### config.mk
export PLATFORM = sky130hd
export DESIGN_NAME = dmem_arbiter
export DESIGN_NICKNAME = d
export VERILOG_FILES = /design/src/rtl/dmem_arbiter.sv
export SDC_FILE = /design/constraint.sdc
export NUM_CORES = 1
export LEC_CHECK = 0
export ABC_CLOCK_PERIOD_IN_PS = 1600
export CAP_MARGIN = 20
export CORE_ASPECT_RATIO = 1.1
export CORE_MARGIN = 4
export CORE_UTILIZATION = 31
export DETAILED_ROUTE_END_ITERATION = 12
export PLACE_DENSITY = 0.74
export SLEW_MARGIN = 40
export SYNTH_ARGS = -nofsm -noshare
export SYNTH_HDL_FRONTEND = slang
export SYNTH_SLANG_ARGS = --single-unit
export TNS_END_PERCENT = 100
### constraint.sdc
create_clock -name clk -period 1.6 [get_ports clk]
set_clock_uncertainty 0.05 [all_clocks]
set_input_delay 0.32 -clock clk [delete_from_list [all_inputs] [get_ports clk]]
set_output_delay 0.32 -clock clk [all_outputs]
set_load 0.03 [all_outputs]
### src/rtl/dmem_arbiter.sv
// Arbitrates CPU and bus accesses onto one single-port data RAM.
// Writes finish in their grant cycle. A read holds the RAM for RD_LAT wait cycles and then one response cycle.
module dmem_arbiter #(
    parameter int ADDR_W = 8,
    parameter int RD_LAT = 1
) (
    input  logic              clk,
    input  logic              rst_n,
    input  logic              cpu_req,
    input  logic              cpu_we,
    input  logic [ADDR_W-1:0] cpu_addr,
    input  logic [15:0]       cpu_wdata,
    output logic [15:0]       cpu_rdata,
    output logic              cpu_rvalid,
    output logic              cpu_stall,
    input  logic              bus_req,
    input  logic              bus_we,
    input  logic [ADDR_W-1:0] bus_addr,
    input  logic [15:0]       bus_wdata,
    output logic              bus_gnt,
    output logic [15:0]       bus_rdata,
    output logic              bus_rvalid,
    output logic [ADDR_W-1:0] mem_addr,
    output logic [15:0]       mem_wdata,
    output logic              mem_we,
    output logic              mem_rden,
    input  logic [15:0]       mem_q
);

    typedef enum logic [1:0] {IDLE, WAIT, RESP} state_t;

    localparam logic [1:0] LAT_LAST = 2'(RD_LAT - 1);

    state_t      state_q, state_d;
    logic [1:0]  cnt_q, cnt_d;
    logic        last_gnt_q, last_gnt_d;
    logic        owner_q, owner_d;
    logic [15:0] cpu_rdata_q, cpu_rdata_d;
    logic [15:0] bus_rdata_q, bus_rdata_d;
    logic        cpu_rvalid_q, cpu_rvalid_d;
    logic        bus_rvalid_q, bus_rvalid_d;

    logic issue_ok;
    logic gnt_cpu;
    logic gnt_bus;

    // last_gnt_q / owner_q: 1 means the bus. A tie goes to the side that did not win last time.
    assign issue_ok = (state_q == IDLE) && rst_n;
    assign gnt_cpu  = issue_ok && cpu_req && (!bus_req || last_gnt_q);
    assign gnt_bus  = issue_ok && bus_req && (!cpu_req || !last_gnt_q);

    always_comb begin
        mem_addr  = '0;
        mem_wdata = '0;
        mem_we    = 1'b0;
        mem_rden  = 1'b0;
        if (gnt_cpu) begin
            mem_addr  = cpu_addr;
            mem_wdata = cpu_wdata;
            mem_we    = cpu_we;
            mem_rden  = !cpu_we;
        end else if (gnt_bus) begin
            mem_addr  = bus_addr;
            mem_wdata = bus_wdata;
            mem_we    = bus_we;
            mem_rden  = !bus_we;
        end
    end

    always_comb begin
        state_d      = state_q;
        cnt_d        = cnt_q;
        last_gnt_d   = last_gnt_q;
        owner_d      = owner_q;
        cpu_rdata_d  = cpu_rdata_q;
        bus_rdata_d  = bus_rdata_q;
        cpu_rvalid_d = 1'b0;
        bus_rvalid_d = 1'b0;
        case (state_q)
            IDLE: begin
                if (gnt_cpu || gnt_bus) begin
                    last_gnt_d = gnt_bus;
                    if (mem_rden) begin
                        state_d = WAIT;
                        cnt_d   = LAT_LAST;
                        owner_d = gnt_bus;
                    end
                end
            end
            WAIT: begin
                // mem_q is valid during the last wait cycle. It is captured on that cycle's closing edge.
                if (cnt_q == 2'd0) begin
                    state_d = RESP;
                    if (owner_q) begin
                        bus_rdata_d  = mem_q;
                        bus_rvalid_d = 1'b1;
                    end else begin
                        cpu_rdata_d  = mem_q;
                        cpu_rvalid_d = 1'b1;
                    end
                end else begin
                    cnt_d = cnt_q - 2'd1;
                end
            end
            RESP:    state_d = IDLE;
            default: state_d = IDLE;
        endcase
    end

    always_ff @(posedge clk or negedge rst_n) begin
        if (!rst_n) begin
            state_q      <= IDLE;
            cnt_q        <= 2'd0;
            last_gnt_q   <= 1'b1;
            owner_q      <= 1'b0;
            cpu_rdata_q  <= 16'h0000;
            bus_rdata_q  <= 16'h0000;
            cpu_rvalid_q <= 1'b0;
            bus_rvalid_q <= 1'b0;
        end else begin
            state_q      <= state_d;
            cnt_q        <= cnt_d;
            last_gnt_q   <= last_gnt_d;
            owner_q      <= owner_d;
            cpu_rdata_q  <= cpu_rdata_d;
            bus_rdata_q  <= bus_rdata_d;
            cpu_rvalid_q <= cpu_rvalid_d;
            bus_rvalid_q <= bus_rvalid_d;
        end
    end

    assign cpu_rdata  = cpu_rdata_q;
    assign bus_rdata  = bus_rdata_q;
    assign cpu_rvalid = cpu_rvalid_q;
    assign bus_rvalid = bus_rvalid_q;
    assign bus_gnt    = gnt_bus;
    assign cpu_stall  = cpu_req && !(gnt_cpu && cpu_we) && !cpu_rvalid_q;

endmodule

**After elaboration in Yosys (flattened, before gate mapping)**

Cells that the tools add are included.

- Register bits: 40
- Word-level logic and storage cells: 64

- Multiplexer cells: 22
- Add/sub/neg operators: 1
- Reductions and logical operators: 27
- Bitwise logic cells: 1
- Eq/ne operators: 5

Operators by type and width:

| kind | count |
|---|---|
| $mux 16 | 2 |
| $mux 8 | 2 |
| $mux 2 | 6 |
| $reduce_and 3->1 | 4 |
| $mux 1 | 10 |
| $logic_and 1x1->1 | 8 |
| $pmux 2 s2 | 2 |
| $logic_not 1->1 | 7 |
| $ne 2x2->1 const B | 3 |
| $logic_not 2->1 | 2 |
| $reduce_and 4->1 | 1 |
| $logic_or 1x1->1 | 3 |
| $eq 2x1->1 const B | 1 |
| $ne 2x1->1 const B | 1 |
| $reduce_and 2->1 | 1 |
| $reduce_bool 2->1 | 1 |
| $sub 2x1->2 const B | 1 |
| $not 1->1 | 1 |

**Logic depth before layout (Yosys ltp)**

Gate-level depths: netlist of the first run.

- Word-level depth: 9
- Mapped depth: 7

**Least setup slack after synthesis of the first run**

Ideal clock, no wire load.

- Path kind: reg-to-output
- Start point: reg state_q[0]
- End point: out mem_addr[0]
- Required time: 1.230 ns
- Buffers on the path: 1
- Slack: -0.281 ns
- Arrival: 1.511 ns
- Stages on the path, launching flop included: 6
- Cell sequence: dfrtp_1 > nor3b_2 > nand3_1 > inv_2 > buf_2 > a22o_1

- Cells in the longest elaborated chain, start to end: 6
- Elaborated cells on any way between the ends: 8
- Classes of those cells: mux (2); reduce/logical (6)

Ends and longest elaborated chain:

| item | RTL line | RTL |
|---|---|---|
| start, declared | 34 | `state_t state_q, state_d;` |
| start signal, assigned | 121 | `state_q <= state_d;` |
| $logic_not 2->1 | 48 | `assign issue_ok = (state_q == IDLE) && rst_n;` |
| $logic_and 1x1->1 | 48 |  |
| $logic_and 1x1->1 (2 in series) | 50 | `assign gnt_bus = issue_ok && bus_req && (!cpu_req \|\| !last_gnt_q);` |
| net bus_gnt | 20 | `output logic bus_gnt,` |
| $mux 8 | 62 | `end else if (gnt_bus) begin` |
| $mux 8 | 57 | `if (gnt_cpu) begin` |
| end, declared | 23 | `output logic [ADDR_W-1:0] mem_addr,` |

The timed path passes the listed nets, and every way through them passes these cells.

**Worst setup path in the final report of the first run**

- Start point: reg state_q[1]
- End point: out mem_rden

- Cells in the longest elaborated chain, start to end: 6
- Elaborated cells on any way between the ends: 8
- Classes of those cells: mux (2); reduce/logical (6)

Ends and longest elaborated chain:

| item | RTL line | RTL |
|---|---|---|
| $logic_not 2->1 * | 48 |  |
| $logic_and 1x1->1 * | 48 |  |
| $logic_and 1x1->1 (2 in series) | 50 |  |
| $mux 1 | 62 |  |
| $mux 1 * | 57 |  |
| end, declared | 26 | `output logic mem_rden,` |

Every way passes the cells marked *; elsewhere a longest branch is shown, timed or not.

==> flow_summary.ini, run 1 <==
[detailed_routing]
drt-pass1-iter-count = 4
drc = 0
wirelength_um = 6890
drt_iter0_drc = 55
ant_nets = 0
routedWlPerCell_um = 18.7
vias = 1745
via_per_inst = 4.74

[cts]
cts_sinks = 40
clkLatencyLatePin_ns = 0.29
cts-root-buf = clkbuf_8
cts_made_buffers = 5
cts_tree = done
htreeDepth = 2
cts_buffer_depth = 2
cts.clk_slew.worst_paths_ns = 0.07

[layout]
layout_common_cells = clkdlybuf4s50_1 (67), dfrtp_1 (39), dlygate4sd2_1 (35)
areaGrowthSynthToFinish_pct = 116
design_area_um2 = 4010
fillerInstances = 403
drive_gt1_share_pct = 45.4
final_common_cell = clkdlybuf4s50_1
stdcell_count = 368
final_nets = 361
antennaDiodeCount = 0

[sta]
rsz0062_at_grt = yes
finalSetupViolCount = 42
period_share_pct = 128
report.final.slew_viol_count = 0
hold_viol = 0
post-route-min-period_ns = 2.06
slew-limit-headroom_pct = 67.1
max_freq_ghz = 0.486
fin_ws_ns = -0.456
fin_tns_setup_ns = -11.69
worstMarginPinSlew_ns = 0.493

[worst_setup_path]
startpoint_type = register
crit_type = register to output pin
cp_max_fo = 3
cp.required_ns = 1.23
worstPathArrival_ns = 1.69
cp-end-kind = output pin

[run_status]
violations = negative setup slack
status = finished with violations

[logic_synthesis]
mappedNetlistArea_um2 = 1850
yosysSeqAreaShare_pct = 54.1
synth-async-reset-ratio_pct = 100
synth.net_count = 202
ys_ff_latch = 40
synth-edff-count = 0
netlist_instances = 131
synthDistinctLibCells = 26
synth_flop_cell = dfrtp_1
syn_area_per_cell_um2 = 14.1
ys_warn_count = 0

[die]
core_area_um2 = 5770
die_height_um = 89.1
placementRows = 29
ioPinCount = 132
die_width_um = 81.7
die_area_um2 = 7280
initial_core_util_pct = 32.1

[global_routing]
grt_pass1_vias = 1924
grt_max_degree = 41
grt_first_pass_wirelength_um = 9750
grt_overflow = 0
grt_antenna_before_repair = 1
grt_usage_pct = 17.9

[placed_design]
dp.cells = 347
dp_hpwl_um = 4810
io_buffers = 131
dpl_cell_area_um2 = 3490
gp_congestion = 0.782

[flow_run]
cap_viol_max_count = 0

[hold_path]
hold_path.class = input port to async pin

[pwr]
power_density_nw_per_um2 = 1450
power_leakage_uw = 0.00191
max-vdd-ir-drop_uv = 1250
routing by layer:
| layer | track usage [%] | part of all wire, % | wire [µm] |
|---|---|---|---|
| met1 | 18.4 | 35 | 2400 |
| met3 | 8.77 | 13 | 865 |
| met5 | 0 | 0.28 | 19 |
| met4 | 4.83 | 1.2 | 86 |
| met2 | 32.4 | 51 | 3520 |
stage by stage:
step	setup WS [ns]	total power, µW	hold slack, ns	util [%]
after detailed placement	-0.446	4890	0.372	60.6
after global routing	-0.561	6110	0.0855	69.5
after floorplan	-0.0450	3480	-0.0256	-
after global placement	-0.437	4850	0.388	60.6
final	-0.456	5820	0.0339	69.5
after CTS	-0.483	5660	0.0522	66.2
worst paths after layout:
check	startpoint	endpoint	slack, ns	cells after the start
min reg2reg	last_gnt_q	last_gnt_q	0.43	2
max reg2reg	state_q[1]	cnt_q[0]	-0.10	7
max in group asynchronous	rst_n	last_gnt_q	1.09	2
min in group clk	last_gnt_q	last_gnt_q	0.43	2
min	rst_n	bus_rdata[1]	0.03	2
max	state_q[1]	mem_rden	-0.46	6
registers in the layout (all words and copies together) (netlist names):
register / count
bus_rdata: 16
cpu_rdata: 16
cnt_q: 2
state_q: 2
bus_rvalid: 1
cpu_rvalid: 1
last_gnt_q: 1
owner_q: 1
report_power, final:
part | internal (µW) | switching, µW | total [µW]
Clock | 550 | 345 | 896
Combinational | 1530 | 1670 | 3200
Sequential | 1460 | 259 | 1720
area by class of cell:
class / instances / area [µm²] / share of cell area [%]
multi-input combinational: 79 / 1080 / 27.0
clock inverter: 1 / 30.0 / 0.749
inverter: 4 / 17.5 / 0.437
tap: 77 / 96.3 / 2.40
clock buffer: 7 / 96.3 / 2.40
sequential: 40 / 1000 / 25.0
timing repair buffer: 160 / 1680 / 42.0
critical path, stage by stage, from the launching register on:
cell     delay (ns)
dfrtp_1        0.41
nor3b_4        0.26
nand3_2        0.14
buf_4          0.16
buf_6          0.11
o22ai_2        0.16
buf_6          0.16
cell usage after synthesis (2+ instances only):
cell type	number	area, µm²
dfrtp_1	39	976
nand2_1	3	11.3
buf_2	5	25.0
buf_6	2	22.5
inv_1	3	11.3
nand3_1	2	10.0
mux2_4	9	135
o22ai_1	2	12.5
mux2_2	23	259
nand2b_1	2	12.5
o21ai_0	2	10.0
a22o_1	25	219
cell families after synthesis:
kind of cell,synth area share (%)
buffers and inverters,4.46
and+or+nand+nor,5.14
muxes,21.8
adders and majority gates,0.676
DFF,54.1
AOI/OAI and AO/OA,13.8
what timing repair did:
action	in CTS	in global routing
gates resized for setup	78	23
hold buffers	0	0
setup buffers	6	3
cloned	1	4
endpoints found under the setup margin	78	64
pin swaps	3	17
endpoints found under the hold margin	0	0
No activity file was read; power rests on OpenSTA's default activity.
==> run 2, diff against run 1 <==
MAX_ROUTING_LAYER = met4   (was not set)
==> run 2 against run 1 <==
Against the previous run:
- utilization barely moved
- clock power about the same
- final area about the same
- count of clock-buffer cells in the layout unchanged
- sequential share of layout area barely moved
- first-iteration DRC count shrank 5.5%
- sequential cell count stayed put
- critical endpoint unchanged
- highest routed layer is now met4
- global-route usage rose by 0.59 points
- the run still ends with negative setup slack left
- critical path type unchanged
==> flow_summary.ini, run 2 (synthesized netlist as in run 1, its figures left out) <==
[layout]
design_area_um2 = 4010
drive_gt1_share_pct = 45.4
final_nets = 361
areaGrowthSynthToFinish_pct = 117
final_util_pct = 69.5
layout_common_cells = clkdlybuf4s50_1 (67), dfrtp_1 (39), dlygate4sd2_1 (35)
final_common_cell = clkdlybuf4s50_1
fillerInstances = 403

[worst_setup_path]
critical_path_cell_count = 6
path_delay_family = buffers and inverters
crit_chain = nor3b_4 -> nand3_2 -> buf_4 -> buf_6 -> o22ai_2 -> buf_6
path_buf_inv = 3
critPathMaxStageDelay_ns = 0.41
rr_worst_depth = 7
crit_type = register to output pin
cp-end-kind = output pin
crit_top_cell = buf_6
slowest_stage = dfrtp_1
startpoint_type = register
cp_max_fo = 3
worstPathArrival_ns = 1.69
cp.required_ns = 1.23

[die]
die_width_um = 81.7
ioPinCount = 132
core_area_um2 = 5770
initial_core_util_pct = 32.1
die_area_um2 = 7280
placementRows = 29
die_height_um = 89.1

[sta]
period_share_pct = 129
worstMarginPinSlew_ns = 0.498
post-route-min-period_ns = 2.06
holdWs_ns = 0.0480
report.final.slew_viol_count = 0
finalSetupViolCount = 42
fin_ws_ns = -0.461
max_freq_ghz = 0.485
fin_tns_setup_ns = -11.70
slew-limit-headroom_pct = 66.8
hold_viol = 0
rsz0062_at_grt = yes

[flow_run]
cap_viol_max_count = 0

[detailed_routing]
drt-pass1-iter-count = 4
routedWlPerCell_um = 18.7
wirelength_um = 6910
drc = 0
vias = 1738
drt_iter0_drc = 52
ant_nets = 0
via_per_inst = 4.71

[placed_design]
dp_hpwl_um = 4810
io_buffers = 131
dpl_cell_area_um2 = 3490
gp_congestion = 0.793

[cts]
clkLatencyLatePin_ns = 0.29
cts-root-buf = clkbuf_8
cts.clk_slew.worst_paths_ns = 0.07
htreeDepth = 2
cts_buffer_depth = 2
cts_sinks = 40
cts_tree = done
cts_made_buffers = 5

[global_routing]
grt_usage_pct = 18.5
grt_pass1_vias = 1926
grt_overflow = 0
grt_max_degree = 41
grt_first_pass_wirelength_um = 9740
grt_antenna_before_repair = 1

[pwr]
power_leakage_uw = 0.00191
power_uw = 5830
max-vdd-ir-drop_uv = 1260
power_density_nw_per_um2 = 1450

[run_status]
violations = negative setup slack
status = finished with violations

[hold_path]
hold_path.class = input port to async pin
==> run 2: cell types whose count changed in the layout (fill, tap and decap cells not counted), sizes merged <==
| cell | change |
|---|---|
| diode | +1 |
==> run 2: what timing repair did <==
| item | in CTS | in global routing |
|---|---|---|
| hold endpoints to repair | 0 | 0 |
| gates resized for setup | 78 | 23 |
| setup buffers | 6 | 3 |
| setup endpoints to repair | 78 | 64 |
| pin swaps | 3 | 17 |
| hold buffers | 0 | 0 |
| gates cloned | 1 | 4 |
==> run 2: worst paths after layout <==
path,from,slack [ns],to
max in group asynchronous,rst_n,1.09,last_gnt_q
worst min-delay path,rst_n,0.05,bus_rdata[1]
worst max-delay path,state_q[1],-0.46,mem_rden
worst min register to register,last_gnt_q,0.43,last_gnt_q
worst max register to register,state_q[1],-0.11,cnt_q[0]
min in group clk,last_gnt_q,0.43,last_gnt_q
==> run 2: where the power goes <==
part / switching (µW) / leakage (µW) / internal (µW)
Combinational: 1670 / 0.00137 / 1530
Clock: 348 / 0.0000645 / 550
Sequential: 261 / 0.000479 / 1460
==> run 2: area by class of cell <==
class / count / area, µm² / area share (%)
Antenna cell: 1 / 2.50 / 0.0624
Clock buffer: 7 / 96.3 / 2.40
Clock inverter: 1 / 30.0 / 0.749
Inverter: 4 / 17.5 / 0.437
Multi-Input combinational cell: 79 / 1080 / 27.0
Sequential cell: 40 / 1000 / 25.0
Tap cell: 77 / 96.3 / 2.40
Timing Repair Buffer: 160 / 1680 / 41.9
==> run 2: routing by layer <==
layer  GRT usage, %  vias up  wire length [µm]  part of all wire [%]
li1               -      804                 -                     -
met1           19.2      828              2450                    35
met4           4.83        0                83                   1.2
met3           7.76        7               861                    12
met2           32.4       99              3510                    51
met5              -        -                 0                     0
==> run 2: per-stage QoR <==
| stage | worst slack [ns] | cells |
|---|---|---|
| 2_1_floorplan | -0.0450 | 131 |
| 3_3_place_gp | -0.437 | 347 |
| 3_5_place_dp | -0.446 | 347 |
| 4_1_cts | -0.483 | 362 |
| 5_1_grt | -0.561 | 369 |
| 6_report | -0.461 | 369 |
